### src/rtl/regfile_pkg.sv
// Shared constants and types for the register-file write arbiter.
//   REG_PC / REG_LR : architectural register numbers
//   *_DEF           : default address/data widths
//   REQ_*           : requester slot assignment on the arbiter
//   wr_state_t      : write-issue FSM state
package regfile_pkg;
  localparam logic [3:0] REG_PC = 4'd15;
  localparam logic [3:0] REG_LR = 4'd14;

  localparam int ADDR_W_DEF = 4;
  localparam int DATA_W_DEF = 32;

  localparam int REQ_ALU  = 0;
  localparam int REQ_MEM  = 1;
  localparam int REQ_LINK = 2;

  typedef enum logic {
    ST_IDLE  = 1'b0,  // no write this cycle
    ST_ISSUE = 1'b1   // WE asserted this cycle
  } wr_state_t;
endpackage

### src/rtl/regfile_write_arbiter_if.sv
// Writeback bus between the requesters and the register-file write port.
//   master : requester side (drives VALID/ADDR/DATA/HOLD, sees READY and port state)
//   slave  : arbiter side
interface regfile_write_arbiter_if #(
  parameter int NREQ   = 3,
  parameter int ADDR_W = 4,
  parameter int DATA_W = 32,
  parameter int CNT_W  = 16
);
  logic [NREQ-1:0]        REQ_VALID;
  logic [NREQ*ADDR_W-1:0] REQ_ADDR;
  logic [NREQ*DATA_W-1:0] REQ_DATA;
  logic [NREQ-1:0]        REQ_READY;
  logic                   HOLD;
  logic                   WE;
  logic [ADDR_W-1:0]      WA;
  logic [DATA_W-1:0]      WD;
  logic                   ERR_PC_WR;
  logic [CNT_W-1:0]       CONFLICT_CNT;

  modport master (
    output REQ_VALID, REQ_ADDR, REQ_DATA, HOLD,
    input  REQ_READY, WE, WA, WD, ERR_PC_WR, CONFLICT_CNT
  );

  modport slave (
    input  REQ_VALID, REQ_ADDR, REQ_DATA, HOLD,
    output REQ_READY, WE, WA, WD, ERR_PC_WR, CONFLICT_CNT
  );
endinterface

### src/rtl/regfile_rr_pick.sv
// Combinational round-robin pick.
//   i_valid : request vector
//   i_ptr   : highest-priority index this cycle
//   o_grant : one-hot grant (0 when nothing valid)
//   o_idx   : binary index of the grant
//   o_any   : at least one requester valid
module regfile_rr_pick #(
  parameter int NREQ  = 3,
  parameter int PTR_W = 2
) (
  input  logic [NREQ-1:0]  i_valid,
  input  logic [PTR_W-1:0] i_ptr,
  output logic [NREQ-1:0]  o_grant,
  output logic [PTR_W-1:0] o_idx,
  output logic             o_any
);
  localparam logic [PTR_W:0] NREQ_W = (PTR_W+1)'(NREQ);

  logic [2*NREQ-1:0] w_dbl;
  logic [NREQ-1:0]   w_rot;
  logic [PTR_W-1:0]  w_sel;
  logic [PTR_W:0]    w_sum;
  logic [PTR_W:0]    w_wrap;

  // Rotate so that i_ptr lands at bit 0; the doubled vector makes it a plain slice.
  assign w_dbl = {i_valid, i_valid};
  assign w_rot = w_dbl[i_ptr +: NREQ];

  // Lowest set bit of the rotated vector wins.
  always_comb begin
    w_sel = '0;
    o_any = 1'b0;
    for (int j = NREQ-1; j >= 0; j--) begin
      if (w_rot[j]) begin
        w_sel = PTR_W'(j);
        o_any = 1'b1;
      end
    end
  end

  // Rotate back: idx = (ptr + sel) mod NREQ.
  assign w_sum  = {1'b0, i_ptr} + {1'b0, w_sel};
  assign w_wrap = w_sum - NREQ_W;
  assign o_idx  = (w_sum >= NREQ_W) ? w_wrap[PTR_W-1:0] : w_sum[PTR_W-1:0];

  assign o_grant = o_any ? (NREQ'(1) << o_idx) : '0;
endmodule

### src/rtl/regfile_write_arbiter.sv
// Round-robin arbiter sharing the register file's single write port.
//   CLK   : system clock, posedge state updates
//   RESET : asynchronous active-high reset
//   bus   : requester handshakes in, registered WE/WA/WD, PC-write error
//           pulse and saturating conflict counter out
module regfile_write_arbiter
  import regfile_pkg::*;
#(
  parameter int NREQ   = 3,
  parameter int ADDR_W = ADDR_W_DEF,
  parameter int DATA_W = DATA_W_DEF,
  parameter int CNT_W  = 16
) (
  input logic                     CLK,
  input logic                     RESET,
  regfile_write_arbiter_if.slave  bus
);
  localparam int PTR_W = (NREQ > 1) ? $clog2(NREQ) : 1;

  wr_state_t         r_state, w_state_nxt;
  logic [PTR_W-1:0]  r_ptr;
  logic [ADDR_W-1:0] r_wa;
  logic [DATA_W-1:0] r_wd;
  logic              r_err;
  logic [CNT_W-1:0]  r_cnt;

  logic [NREQ-1:0]   w_onehot;
  logic [PTR_W-1:0]  w_idx;
  logic              w_any;
  logic              w_grant;
  logic [ADDR_W-1:0] w_addr;
  logic [DATA_W-1:0] w_data;
  logic              w_is_pc;
  logic [PTR_W-1:0]  w_ptr_nxt;
  logic [3:0]        w_pop;
  logic              w_conflict;

  regfile_rr_pick #(.NREQ(NREQ), .PTR_W(PTR_W)) u_pick (
    .i_valid (bus.REQ_VALID),
    .i_ptr   (r_ptr),
    .o_grant (w_onehot),
    .o_idx   (w_idx),
    .o_any   (w_any)
  );

  // READY is forced low during reset so an in-flight grant is not consumed.
  assign w_grant       = w_any & ~bus.HOLD & ~RESET;
  assign bus.REQ_READY = w_grant ? w_onehot : '0;

  always_comb begin
    w_addr = '0;
    w_data = '0;
    for (int i = 0; i < NREQ; i++) begin
      if (w_onehot[i]) begin
        w_addr = bus.REQ_ADDR[i*ADDR_W +: ADDR_W];
        w_data = bus.REQ_DATA[i*DATA_W +: DATA_W];
      end
    end
  end

  assign w_is_pc   = (w_addr == ADDR_W'(REG_PC));
  assign w_ptr_nxt = (w_idx == PTR_W'(NREQ-1)) ? '0 : w_idx + PTR_W'(1);

  always_comb begin
    w_pop = '0;
    for (int i = 0; i < NREQ; i++) w_pop = w_pop + 4'(bus.REQ_VALID[i]);
  end
  assign w_conflict = (w_pop > 4'd1) & ~bus.HOLD;

  // FSM: the state itself is WE.
  always_ff @(posedge CLK or posedge RESET) begin
    if (RESET) r_state <= ST_IDLE;
    else       r_state <= w_state_nxt;
  end

  always_comb begin
    w_state_nxt = ST_IDLE;
    if (w_grant && !w_is_pc) w_state_nxt = ST_ISSUE;
  end

  always_ff @(posedge CLK or posedge RESET) begin
    if (RESET) begin
      r_ptr <= '0;
      r_wa  <= '0;
      r_wd  <= '0;
      r_err <= 1'b0;
      r_cnt <= '0;
    end else begin
      r_err <= w_grant & w_is_pc;
      if (w_grant) begin
        // Address/data latch even for a dropped PC write.
        r_wa  <= w_addr;
        r_wd  <= w_data;
        r_ptr <= w_ptr_nxt;
      end
      if (w_conflict && r_cnt != '1) r_cnt <= r_cnt + CNT_W'(1);
    end
  end

  assign bus.WE           = (r_state == ST_ISSUE);
  assign bus.WA           = r_wa;
  assign bus.WD           = r_wd;
  assign bus.ERR_PC_WR    = r_err;
  assign bus.CONFLICT_CNT = r_cnt;
endmodule

### src/flat_wrapper.sv
// flat-port wrapper written by rule: the top's interface ports become plain ports
module regfile_write_arbiter_flat import regfile_pkg::*;
#(
  parameter int NREQ   = 3,
  parameter int ADDR_W = ADDR_W_DEF,
  parameter int DATA_W = DATA_W_DEF,
  parameter int CNT_W  = 16
)
  (CLK, RESET, bus_REQ_VALID, bus_REQ_ADDR, bus_REQ_DATA, bus_HOLD, bus_REQ_READY, bus_WE, bus_WA, bus_WD, bus_ERR_PC_WR, bus_CONFLICT_CNT);
  regfile_write_arbiter_if #(.NREQ(NREQ), .ADDR_W(ADDR_W), .DATA_W(DATA_W), .CNT_W(CNT_W)) bus_i ();
  input logic CLK;
  input logic RESET;
  input wire logic [$bits(bus_i.REQ_VALID)-1:0] bus_REQ_VALID;
  input wire logic [$bits(bus_i.REQ_ADDR)-1:0] bus_REQ_ADDR;
  input wire logic [$bits(bus_i.REQ_DATA)-1:0] bus_REQ_DATA;
  input wire logic [$bits(bus_i.HOLD)-1:0] bus_HOLD;
  output wire logic [$bits(bus_i.REQ_READY)-1:0] bus_REQ_READY;
  output wire logic [$bits(bus_i.WE)-1:0] bus_WE;
  output wire logic [$bits(bus_i.WA)-1:0] bus_WA;
  output wire logic [$bits(bus_i.WD)-1:0] bus_WD;
  output wire logic [$bits(bus_i.ERR_PC_WR)-1:0] bus_ERR_PC_WR;
  output wire logic [$bits(bus_i.CONFLICT_CNT)-1:0] bus_CONFLICT_CNT;
  assign bus_i.REQ_VALID = bus_REQ_VALID;
  assign bus_i.REQ_ADDR = bus_REQ_ADDR;
  assign bus_i.REQ_DATA = bus_REQ_DATA;
  assign bus_i.HOLD = bus_HOLD;
  assign bus_REQ_READY = bus_i.REQ_READY;
  assign bus_WE = bus_i.WE;
  assign bus_WA = bus_i.WA;
  assign bus_WD = bus_i.WD;
  assign bus_ERR_PC_WR = bus_i.ERR_PC_WR;
  assign bus_CONFLICT_CNT = bus_i.CONFLICT_CNT;
  regfile_write_arbiter #(.NREQ(NREQ), .ADDR_W(ADDR_W), .DATA_W(DATA_W), .CNT_W(CNT_W)) u_core (.CLK(CLK), .RESET(RESET), .bus(bus_i));
endmodule
### config.mk
export PLATFORM = sky130hd
export DESIGN_NAME = regfile_write_arbiter_flat
export DESIGN_NICKNAME = d
export VERILOG_FILES = /design/src/rtl/regfile_pkg.sv /design/src/rtl/regfile_write_arbiter_if.sv /design/src/rtl/regfile_rr_pick.sv /design/src/rtl/regfile_write_arbiter.sv /design/src/flat_wrapper.sv
export SDC_FILE = /design/constraint.sdc
export NUM_CORES = 1
export LEC_CHECK = 0
export CAP_MARGIN = 20
export CORE_MARGIN = 1.5
export CORE_UTILIZATION = 35
export DETAILED_ROUTE_END_ITERATION = 7
export GPL_TIMING_DRIVEN = 0
export MAX_ROUTING_LAYER = met4
export PLACE_DENSITY = 0.84
export RECOVER_POWER = 25
export SYNTH_ARGS = -nofsm -noshare
export SYNTH_HDL_FRONTEND = slang
export SYNTH_SLANG_ARGS = --single-unit
### constraint.sdc
create_clock -name CLK -period 6.5 [get_ports CLK]
set_input_delay 1.95 -clock CLK [delete_from_list [all_inputs] [get_ports CLK]]
set_output_delay 1.95 -clock CLK [all_outputs]
set_load 0.1 [all_outputs]
======== Word-level counts from Yosys, hierarchy flattened ========
Cells that the tools add are included.
cells by class
  shift-type cells ........................ 2
  equality and inequality tests ........... 3
  reductions and logical operators ........ 3
  $add $sub $neg .......................... 6
  bitwise logic cells ..................... 6
  magnitude comparators ................... 2
  muxes and demuxes ....................... 17
operators with widths
  cell                                                                   count
  32-bit two-way mux                                                     3
  16-bit by 1-bit adder with 16-bit output, second input constant        1
  16-bit != test, second input constant                                  1
  4-bit two-way mux                                                      3
  2-bit two-way mux                                                      5
  3-bit two-way mux                                                      2
  6-bit by 3-bit indexed part select with 3-bit output                   1
  4-bit by 1-bit adder with 4-bit output                                 1
  1-bit bitwise AND                                                      4
  4-bit == test, second input constant                                   1
  4-bit by 1-bit > comparator with 1-bit output, second input constant   1
  1-bit two-way mux                                                      4
  2-bit by 2-bit adder with 3-bit output                                 1
  3-bit by 2-bit >= comparator with 1-bit output, second input constant  1
  1-bit by 2-bit << shifter with 3-bit output, first input constant      1
  1-bit by 1-bit adder with 2-bit output                                 1
  2-bit by 1-bit adder with 2-bit output, second input constant          1
  2-bit == test, second input constant                                   1
  1-bit logical AND                                                      2
  1-bit inverter                                                         2
  2-bit subtractor, second input constant                                1
  1-bit zero test                                                        1
word-level totals
  word-level logic and storage cells ...... 45
  flip-flop bits (word level) ............. 56
  output and inout port bits .............. 57
  input bits .............................. 114

======== Depth between registers and ports, before layout ========
Gate-level depths: netlist of run 1.
  word-level depth ........................ 16
  mapped depth ............................ 16
  depth with buffers taken out ............ 15

======== By module ========
Synthesis of run 1 repeated with hierarchy kept, for this count alone.
unflattened totals
  cells, all modules ...................... 321
  area, all modules ....................... 3119.2 um^2
by module, submodules not included
  module                 instances  cells an instance  sequential area each (um^2)  area each (um^2)
  regfile_write_arbiter  1          293                1401.3                       2884.0
  regfile_rr_pick        1          28                 0.0                          235.2

======== Least setup slack after synthesis of run 1 ========
OpenSTA, ideal clock, no wires.
  path type ............................... input -> output
  start point ............................. in bus_REQ_VALID[1]
  end point ............................... out bus_REQ_READY[2]
  stages .................................. 14
  data required time ...................... 4.550 ns
  buffers on the path ..................... 2
  slack ................................... -0.332 ns
  arrival time ............................ 4.882 ns
  cell sequence ........................... inv_1 and3_2 o21ai_0 o21ai_0 ha_1 inv_1 fa_1 inv_1 ha_1 nand2b_1 o2111a_1 buf_4 clkbuf_1 and2_1
on the way
  cells in the longest elaborated chain, start to end .. 10
  elaborated cells on any way between the ends .. 16
  classes of those cells .................. 2 x add/sub; 1 x order compare; 2 x shift; 9 x mux; 2 x bitwise
ends and longest elaborated chain
  element                                                                             RTL line                                      text
  start, declared                                                                     flat_wrapper.sv:13                            input wire logic [$bits(bus_i.REQ_VALID)-1:0] bus_REQ_VALID;
  6-bit by 3-bit indexed part select with 3-bit output *                              regfile_rr_pick.sv:27                         assign w_rot = w_dbl[i_ptr +: NREQ];
  2-bit two-way mux (3 in a row)                                                      regfile_rr_pick.sv:34                         if (w_rot[j]) begin
  2-bit by 2-bit adder with 3-bit output                                              regfile_rr_pick.sv:42                         assign w_sum = {1'b0, i_ptr} + {1'b0, w_sel};
  3-bit by 2-bit >= comparator with 1-bit output or 2-bit subtractor (tied branches)  regfile_rr_pick.sv:44, regfile_rr_pick.sv:43
  2-bit two-way mux                                                                   regfile_rr_pick.sv:44                         assign o_idx = (w_sum >= NREQ_W) ? w_wrap[PTR_W-1:0] : w_sum[PTR_W-1:0];
  1-bit by 2-bit << shifter with 3-bit output                                         regfile_rr_pick.sv:46                         assign o_grant = o_any ? (NREQ'(1) << o_idx) : '0;
  3-bit two-way mux                                                                   regfile_rr_pick.sv:46
  3-bit two-way mux *                                                                 regfile_write_arbiter.sv:48                   assign bus.REQ_READY = w_grant ? w_onehot : '0;
  end, declared                                                                       flat_wrapper.sv:17                            output wire logic [$bits(bus_i.REQ_READY)-1:0] bus_REQ_READY;
Every way passes the cells marked *; elsewhere a longest branch is shown, timed or not.

======== Worst setup path after layout of run 1 ========
  start point ............................. in bus_REQ_VALID[1]
  end point ............................... out bus_REQ_READY[0]
Same word-level chain as after synthesis.

==> results by group, run 1 <==
Setup path
  • Number of buffer and inverter stages on the critical path: 6
  • Levels on crit path: 15
  • CP peak stage delay: 0.54 ns
  • Crit path max fanout: 5
  • Kind of critical path: input port to output pin
  • Slowest-stage cell, CP: fa_1
  • CP cell instances: buf_2 > inv_2 > buf_4 > nor3_1 > o21ai_1 > a21oi_1 > a41oi_2 > fa_1 > inv_1 > ha_4 > nand3b_1 > buf_4 > mux2i_4 > and3_4 > buf_12
  • Worst R2R Path Depth: 18
  • Top cell by count, worst path: buf_4
  • Crit path launch type: input port
  • Worst setup EP type: output pin
  • Required time of the critical path: 4.55 ns
  • Crit path arrival time: 4.45 ns
  • CP top delay family: buffers and inverters

Cells and area
  • # nets final: 588
  • Filler Cell Count: 675
  • Seq. cell area: 1401 µm²
  • Layout cell share with drive strength beyond 1: 10.02%
  • Synthesis-to-layout area growth: 70.90%
  • Layout Cell Area excl Fill: 4931 µm²
  • Post-Layout Cell Count: 571
  • Inserted Diodes: 0
  • Multi-input gate area: 1394 µm²

Route
  • 1st-iter DRT viols: 211
  • DRC viols: 0
  • Vias: 3046
  • Post-route ant nets: 0
  • Detailed Route WL: 9.950 mm
  • Routed vias/inst: 5.335
  • DR pass1 iterations: 8
  • Mean routed wirelength per cell: 17.43 µm

Timing
  • Max Fclk: 156.3 MHz
  • Worst setup margin: 0.1019 ns
  • Skew final: 0.007277 ns
  • RSZ-0062 raised after global routing: no
  • Final Slew Violations: 30
  • Worst-margin pin slew: 1.549 ns
  • Final period demand of the worst path: 6.398 ns
  • Final Hold Viols: 0
  • Sum Neg Setup Slack: 0 ns
  • Slew margin rel.: -3.274%
  • Setup-failing EPs final: 0
  • Tcrit/Tclk final: 98.43%

Logic synthesis
  • EDFF count, synth: 0
  • Distinct cells, synth: 43
  • YS warnings: 0
  • Cell area after synthesis: 2885 µm²
  • Ys async rst share: 100.0%
  • Post-Syn Instances: 285
  • Seq/Total Area, Yosys: 48.57%
  • Most used DFF post-synth: dfrtp_1
  • Synth top area share: 48.57%
  • Leading area contributor after synthesis: dfrtp_1
  • Synth area leaders: dfrtp_1 (49%), a222oi_1 (11%), nand2_1 (5.6%), o21ai_1 (5.2%), xnor2_1 (3.3%)
  • Syn Nets: 404
  • Syn Area/Cell: 10.12 µm²
  • Synth Register Bits: 56

Clock tree
  • H-tree levels: 2
  • CTS max path bufs: 2
  • Hold-fix buffers, CTS: 0
  • Clock latency on the worst-skew pair: 0.30 ns
  • CTS tree: built
  • Root buf cell: clkbuf_8
  • Clk pin slew, worst setup/hold paths: 0.09 ns
  • Num CTS Buffers: 5
  • Clk sinks: 56

Global routing
  • Initial antenna violation count: 0
  • GRT overflow: 0
  • Largest net degree at the start of global routing: 30
  • First-pass GRT wire length: 15.28 mm
  • Total Routing Usage GR: 23.06%
  • Vias in the first global route: 3083

Placement
  • Dpl cells: 558
  • Cell Area, Placed: 4737 µm²
  • Final HPWL from detailed placement: 7.709 mm
  • Input/output buffers: 170
  • Setup WS pre-CTS: -1.870 ns
  • Gpl congestion: 0.8035

Outcome
  • Status: finished, violations left
  • Failing checks: max-capacitance violations, max-slew violations

Floorplan
  • Core area: 7848 µm²
  • Die span in y: 93.80 µm
  • Initial core utilization: 36.77%
  • # rows: 32
  • Die Area: 8798 µm²
  • Die W: 93.80 µm
  • Ports: 171

Hold path
  • WHS Path Cells: 2
  • Min-delay worst type: register to register

Flow run
  • Max Cap Viol: 1
synthesized netlist by cell type (all sizes together), types with 2 or more instances:
| master | number |
|---|---|
| dfrtp | 56 |
| nand2 | 43 |
| o21ai | 39 |
| a222oi | 32 |
| buf | 15 |
| xnor2 | 11 |
| nor2 | 10 |
| inv | 9 |
| and2 | 8 |
| clkbuf | 6 |
| nand4 | 6 |
| mux2i | 5 |
| a21oi | 4 |
| a32o | 4 |
| ha | 4 |
| nor3 | 4 |
| and3 | 3 |
| nand3 | 3 |
| xor2 | 3 |
| a21o | 2 |
| a31oi | 2 |
| nand3b | 2 |
| nor2b | 2 |
| or3 | 2 |
final timing paths:
check                             startpoint           endpoint  slack [ns]
max                         bus_REQ_VALID[1]   bus_REQ_READY[0]        0.10
max in group asynchronous              RESET  u_core.bus.WD[25]        2.16
min reg2reg                u_core.bus.WD[24]  u_core.bus.WD[24]        0.48
min                        u_core.bus.WD[24]  u_core.bus.WD[24]        0.48
min in group asynchronous              RESET    u_core.r_ptr[1]        2.37
max reg2reg                  u_core.r_ptr[0]  u_core.bus.WD[13]        2.52
state kept, by name (all words and copies together), names as in the netlist:
name and cells:
u_core.bus.CONFLICT_CNT 16, u_core.bus.ERR_PC_WR 1, u_core.bus.WA 4, u_core.bus.WD 32, u_core.bus.WE 1, u_core.r_ptr 2
logic make-up (layout without fill, tap and decap cells):
family / count (synthesis) / in the layout / synth area share [%]
compound gates: 87 / 87 / 22.29
simple gates: 87 / 87 / 14.66
flops: 56 / 56 / 48.57
buf+inv: 30 / 214 / 5.550
xor+xnor: 14 / 14 / 4.250
mux: 6 / 6 / 2.255
fa+ha+maj: 5 / 5 / 2.429
metrics by stage:
step | hold slack, ns | utilization, %
floorplan | 0.4885 | -
global placement | 0.4639 | 60.11
detailed placement | 0.4699 | 60.36
CTS | 0.4913 | 62.74
global route | 0.5127 | 62.83
finish | 0.4841 | 62.83
routing by layer:
metal / track usage, % / vias to the layer above / routed length [µm]
met4: 6.219 / 0 / 156
met1: 24.97 / 1459 / 3842
met2: 43.42 / 131 / 5239
met5: - / - / 0
met3: 3.722 / 16 / 711
li1: - / 1440 / -
area by class of cell:
| type | instances | share of cell area, % |
|---|---|---|
| clock buffer | 6 | 1.472 |
| sequential | 56 | 28.42 |
| buffer | 20 | 2.639 |
| multi-input combinational | 199 | 28.27 |
| inverter | 9 | 0.6851 |
| timing repair buffer | 178 | 35.83 |
| tap | 102 | 2.588 |
| clock inverter | 1 | 0.1015 |
timing repair:
action                                  in CTS  in global routing
endpoints found under the setup margin       3                  3
setup buffers                                4                  3
pin swaps                                    2                  3
gates resized for setup                     45                 12
placed cells by master, fill, tap and decap left out, drive strengths merged, types with 2 or more instances in the layout:
cell and count:
buf 28, inv 9, o21ai 39, xnor2 11
clkdlybuf4s50 163, clkbuf 12, xor2 3, and3 3
nand3b 2, nand2 43, ha 4, and2 8
mux2i 5, a222oi 32, nand3 3, a31oi 2
or3 2, nand4 6, nor2 10, a21o 2
dfrtp 56, a32o 4, nor3 4, nor2b 2
a21oi 4
worst register-to-register path, delay by kind of cell (launching register included):
kind	cells	cell delay [ns]
adders and majority gates	3	0.89
DFF	1	0.56
muxes	1	0.18
and+or+nand+nor	3	0.58
buffers and inverters	7	0.91
AOI/OAI and AO/OA	4	0.74
Power of run 1 is left out: the tool's default activity adds up to more than one toggle a clock period on the data nets, which glitch-free logic cannot reach.
==> inputs of run 2 (changes only) <==
SLEW_MARGIN = 20   (was default)
==> results by group, run 2 (synthesized netlist as in run 1, its figures left out) <==
Floorplan
  • Core area: 7848 µm² (unchanged)
  • Ports: 171 (unchanged)
  • Initial core utilization: 36.77% (unchanged)
  • Die span in y: 93.80 µm (unchanged)
  • Die W: 93.80 µm (unchanged)
  • # rows: 32 (unchanged)
  • Die Area: 8798 µm² (unchanged)

Clock tree
  • Num CTS Buffers: 5 (unchanged)
  • H-tree levels: 2 (unchanged)
  • Hold-fix buffers, CTS: 0 (unchanged)
  • Clk sinks: 56 (unchanged)
  • Clk pin slew, worst setup/hold paths: 0.10 ns (about the same)
  • Clock latency on the worst-skew pair: 0.30 ns (about the same)
  • CTS tree: built
  • CTS max path bufs: 2 (unchanged)
  • Root buf cell: clkbuf_8

Timing
  • Final Slew Violations: 57 (+90%)
  • Worst-margin pin slew: 2.480 ns (+0.9310 ns)
  • Final Hold Viols: 0 (unchanged)
  • Setup-failing EPs final: 0 (unchanged)
  • Skew final: 0.006874 ns (-0.0004029 ns)
  • Sum Neg Setup Slack: 0 ns (unchanged)
  • Worst setup margin: 0.09798 ns (-0.003908 ns)
  • Slew margin rel.: -66.25% (-63 points)
  • Max Fclk: 156.2 MHz (about the same)
  • Tcrit/Tclk final: 98.49% (about the same)
  • RSZ-0062 raised after global routing: no
  • Final period demand of the worst path: 6.402 ns (+0.003908 ns)

Cells and area
  • Layout Cell Area excl Fill: 4961 µm² (+0.61%)
  • Seq. cell area: 1401 µm² (unchanged)
  • Max FFs per register: 32 (unchanged)
  • Filler Cell Count: 656 (-2.8%)
  • Multi-input gate area: 1390 µm² (-0.27%)
  • Layout cell share with drive strength beyond 1: 10.09% (+0.065 points)
  • Most frequent cells in the layout: clkdlybuf4s50_1 (163), dfrtp_1 (56), nand2_1 (43)
  • Post-Layout Cell Count: 568 (-0.53%)
  • Inserted Diodes: 0 (unchanged)
  • Synthesis-to-layout area growth: 71.94%
  • Most common cell after layout, fill and taps aside: clkdlybuf4s50_1
  • # nets final: 584 (-0.68%)

Route
  • Post-Route M1 WL: 3.819 mm (-0.60%)
  • DR pass1 iterations: 7 (-1)
  • Routed vias/inst: 5.336 (about the same)
  • Met3 routed WL: 696 µm (-2.1%)
  • Met2 wire length: 5.106 mm (-2.5%)
  • Detailed Route WL: 9.774 mm (-1.8%)
  • Top sig layer: met4
  • Post-route ant nets: 0 (unchanged)
  • 1st-iter DRT viols: 196 (-7.1%)
  • DRC viols: 0 (unchanged)
  • Mean routed wirelength per cell: 17.21 µm (-1.3%)
  • Vias: 3031 (-0.49%)

Hold path
  • Min-delay worst type: register to register

Placement
  • Cell Area, Placed: 4720 µm² (-0.37%)
  • Gpl congestion: 0.8035 (unchanged)
  • Dpl cells: 557 (-0.18%)
  • Setup WS pre-CTS: -1.823 ns (+0.04737 ns)
  • Final HPWL from detailed placement: 7.574 mm (-1.8%)
  • Input/output buffers: 170 (unchanged)

Setup path
  • R2r endpoint: u_core.bus.WD[13]
  • Worst setup EP type: output pin
  • Worst R2R Path Depth: 15 (-3)
  • Required time of the critical path: 4.55 ns (about the same)
  • Worst setup path start: bus_REQ_VALID[1]
  • Critical Path End: bus_REQ_READY[2]
  • Crit path launch type: input port
  • R2r startpoint: u_core.r_ptr[0]
  • Kind of critical path: input port to output pin
  • Crit path arrival time: 4.45 ns (about the same)
  • Crit path max fanout: 5 (unchanged)
  • Flop2flop setup slack: 2.75 ns (+0.23 ns)

Global routing
  • First-pass GRT wire length: 15.08 mm (-1.3%)
  • Total Routing Usage GR: 22.76% (-0.30 points)
  • Vias in the first global route: 3069 (-0.45%)
  • GRT overflow: 0 (unchanged)
  • Initial antenna violation count: 0 (unchanged)
  • Largest net degree at the start of global routing: 57 (+90%)

Outcome
  • Status: finished, violations left
  • Failing checks: max-capacitance violations, max-slew violations

Flow run
  • Max Cap Viol: 1 (unchanged)
## run 2: cell count changes in the layout (fill, tap and decap cells not counted), sizes merged
cell,before,now
inv,9,8
clkdlybuf4s15,0,2
clkbuf,12,13
clkinv,1,0
bufinv,0,1
clkinvlp,0,1
buf,28,22
## run 2: area by class of cell
type,instances,area share [%]
Timing Repair Buffer,174,35.28
Sequential cell,56,28.25
Multi-Input combinational cell,199,28.02
Buffer,20,2.623
Tap cell,102,2.573
Clock buffer,7,1.942
Inverter,9,0.7062
Clock inverter,1,0.6053
## run 2: worst max-delay path, stage by stage
cell and delay (ns):
clkdlybuf4s15_2 0.22, inv_2 0.08, and3_4 0.19, o21ai_1 0.07, a21oi_1 0.18, a41oi_2 0.07, fa_1 0.58, inv_2 0.05
ha_4 0.28, nand2b_4 0.13, o2111a_1 0.23, buf_8 0.10, and2_4 0.14, buf_12 0.17
## run 2: how the worst min path moves through the flow
stage / cells after the start / end / slack, ns / startpoint
finish: 2 / u_core.bus.WD[25] / 0.49 / u_core.bus.WD[25]
detailed placement: 2 / u_core.bus.WD[25] / 0.47 / u_core.bus.WD[25]
CTS: 2 / u_core.bus.WD[25] / 0.49 / u_core.bus.WD[25]
global placement: 2 / u_core.bus.WD[25] / 0.46 / u_core.bus.WD[25]
global route: 2 / u_core.bus.WD[25] / 0.51 / u_core.bus.WD[25]
floorplan: 1 / u_core.r_ptr[1] / 0.49 / u_core.r_ptr[1]
## run 2: timing repair
item | CTS | global route
setup buffers | 3 | 1
endpoints found under the setup margin | 3 | 3
pin swaps | 3 | 2
resized for setup | 43 | 8
## run 2: routing by layer
metal	vias to the layer above	GRT usage, %
li1	1439	-
met1	1448	24.61
met2	128	42.39
met3	16	4.126
met4	0	6.468
met5	-	-
## run 2: metrics by stage
step	hold slack (ns)	utilization [%]
after floorplan	0.4885	-
after global placement	0.4639	60.11
after detailed placement	0.4697	60.14
after CTS	0.4926	63.11
after global routing	0.5082	63.22
final	0.4860	63.22
Power of run 2 is left out for the same reason.
==> inputs of run 3 (changes only) <==
CTS_CLUSTER_DIAMETER = 40   (was default)
SETUP_SLACK_MARGIN = 0.05   (was default)
==> results by group, run 3 (synthesized netlist as in run 1, its figures left out) <==
Outcome
  • Status: finished, violations left
  • Failing checks: max-capacitance violations, max-slew violations

Setup path
  • Crit path launch type: input port
  • CP top delay family: adder cells
  • CP peak stage delay: 0.51 ns (-0.07 ns)
  • Top cell by count, worst path: inv_1
  • CP cell instances: buf_2 > inv_1 > nor3_2 > a31oi_1 > o21ai_1 > ha_1 > inv_1 > fa_1 > inv_2 > ha_4 > nand2b_4 > o2111a_1 > buf_8 > and2_4 > buf_12
  • Worst setup EP type: output pin
  • Required time of the critical path: 4.55 ns (about the same)
  • Slowest-stage cell, CP: fa_1
  • Number of buffer and inverter stages on the critical path: 6 (+1)
  • Kind of critical path: input port to output pin
  • Crit path arrival time: 4.36 ns (-0.09 ns)
  • Crit path max fanout: 6 (+1)

Placement
  • Input/output buffers: 170 (unchanged)
  • Gpl congestion: 0.8035 (unchanged)
  • Dpl cells: 557 (unchanged)
  • Final HPWL from detailed placement: 7.574 mm (unchanged)

Clock tree
  • Clk pin slew, worst setup/hold paths: 0.10 ns (about the same)
  • Root buf cell: clkbuf_8
  • CTS max path bufs: 2 (unchanged)
  • Num CTS Buffers: 5 (unchanged)
  • Clk sinks: 56 (unchanged)
  • Clock latency on the worst-skew pair: 0.30 ns (about the same)
  • CTS tree: built
  • H-tree levels: 2 (unchanged)
  • Hold-fix buffers, CTS: 0 (unchanged)

Global routing
  • GRT overflow: 0 (unchanged)
  • Initial antenna violation count: 0 (unchanged)
  • First-pass GRT wire length: 15.08 mm (unchanged)
  • Largest net degree at the start of global routing: 57 (unchanged)
  • Vias in the first global route: 3069 (unchanged)
  • Total Routing Usage GR: 22.76% (unchanged)

Route
  • Detailed Route WL: 9.768 mm (about the same)
  • 1st-iter DRT viols: 193 (-1.5%)
  • DR pass1 iterations: 7 (unchanged)
  • DRC viols: 0 (unchanged)
  • Post-route ant nets: 0 (unchanged)
  • Met3 routed WL: 723 µm (+3.9%)
  • Met2 wire length: 5.109 mm (about the same)
  • Top sig layer: met4
  • Vias: 3043 (+0.40%)
  • Mean routed wirelength per cell: 17.20 µm (about the same)
  • Post-Route M1 WL: 3.784 mm (-0.92%)
  • Routed vias/inst: 5.357 (+0.40%)

Timing
  • RSZ-0062 raised after global routing: no
  • Worst-margin pin slew: 2.479 ns (-0.0006745 ns)
  • Final Hold Viols: 0 (unchanged)
  • Slew margin rel.: -66.20% (about the same)
  • Skew final: 0.007263 ns (+0.0003887 ns)
  • Final Slew Violations: 57 (unchanged)
  • Setup-failing EPs final: 0 (unchanged)
  • Tcrit/Tclk final: 97.00% (-1.5 points)
  • Final period demand of the worst path: 6.305 ns (-0.09682 ns)
  • Max Fclk: 158.6 MHz (+1.5%)

Hold path
  • Min-delay worst type: register to register

Cells and area
  • Inserted Diodes: 0 (unchanged)
  • Most frequent cells in the layout: clkdlybuf4s50_1 (163), dfrtp_1 (56), nand2_1 (43)
  • Filler Cell Count: 659 (+0.46%)
  • Max FFs per register: 32 (unchanged)
  • Synthesis-to-layout area growth: 71.51%
  • # nets final: 584 (unchanged)
  • Layout cell share with drive strength beyond 1: 10.09% (unchanged)
  • Most common cell after layout, fill and taps aside: clkdlybuf4s50_1
  • Post-Layout Cell Count: 568 (unchanged)

Floorplan
  • Ports: 171 (unchanged)
  • Die Area: 8798 µm² (unchanged)
  • Die W: 93.80 µm (unchanged)
  • Initial core utilization: 36.77% (unchanged)
  • Die span in y: 93.80 µm (unchanged)
  • Core area: 7848 µm² (unchanged)
  • # rows: 32 (unchanged)

Flow run
  • Max Cap Viol: 1 (unchanged)
## run 3: cell count changes in the layout (fill, tap and decap cells not counted), sizes merged
| cell | before | now |
|---|---|---|
| buf | 22 | 25 |
| clkbuf | 13 | 12 |
| clkdlybuf4s15 | 2 | 0 |
## run 3: area by class of cell
cell class / instances / area [µm²] / share of cell area, %
tap: 102 / 127.6 / 2.579
timing repair buffer: 174 / 1738 / 35.12
multi-input combinational: 199 / 1390 / 28.09
sequential: 56 / 1401 / 28.32
buffer: 20 / 130.1 / 2.630
clock buffer: 7 / 96.34 / 1.947
inverter: 9 / 35.03 / 0.7080
clock inverter: 1 / 30.03 / 0.6068
## run 3: worst paths after layout
path / from / endpoint / slack (ns) / cells past startpoint
worst max-delay path: bus_REQ_VALID[0] / bus_REQ_READY[2] / 0.19 / 15
worst min-delay path: u_core.bus.WD[25] / u_core.bus.WD[25] / 0.49 / 2
worst max register to register: u_core.r_ptr[0] / u_core.bus.WD[13] / 2.74 / 15
worst min register to register: u_core.bus.WD[25] / u_core.bus.WD[25] / 0.49 / 2
max in group asynchronous: RESET / u_core.bus.WD[5] / 2.60 / 2
min in group asynchronous: RESET / u_core.r_ptr[0] / 2.80 / 2
## run 3: tightest hold or removal path, cell delays in order (launching register included)
cell and delay (ns):
dfrtp_1 0.35, nand2_1 0.04, o21ai_0 0.06
## run 3: metal layers
layer | track usage, % | vias up
met5 | - | -
met4 | 6.468 | 0
met3 | 4.126 | 16
met2 | 42.39 | 135
met1 | 24.61 | 1454
li1 | - | 1438
## run 3: repair_timing
| item | in CTS | in global routing |
|---|---|---|
| endpoints found under the setup margin | 3 | 3 |
| buffers inserted | 3 | 1 |
| pin swaps | 3 | 3 |
| gates resized for setup | 45 | 10 |
## run 3: metrics by stage
stage	setup TNS [ns]	area [µm²]	utilization (%)	hold slack, ns	worst slack (ns)
after global routing	0	4949	63.06	0.5082	0.07950
after global placement	-4.309	4717	60.11	0.4639	-1.668
after detailed placement	-4.701	4720	60.14	0.4697	-1.823
final	0	4949	63.06	0.4860	0.1948
after CTS	0	4954	63.12	0.4926	0.05186
after floorplan	0	2888	-	0.4885	0.08188
Power of run 3 is left out for the same reason.
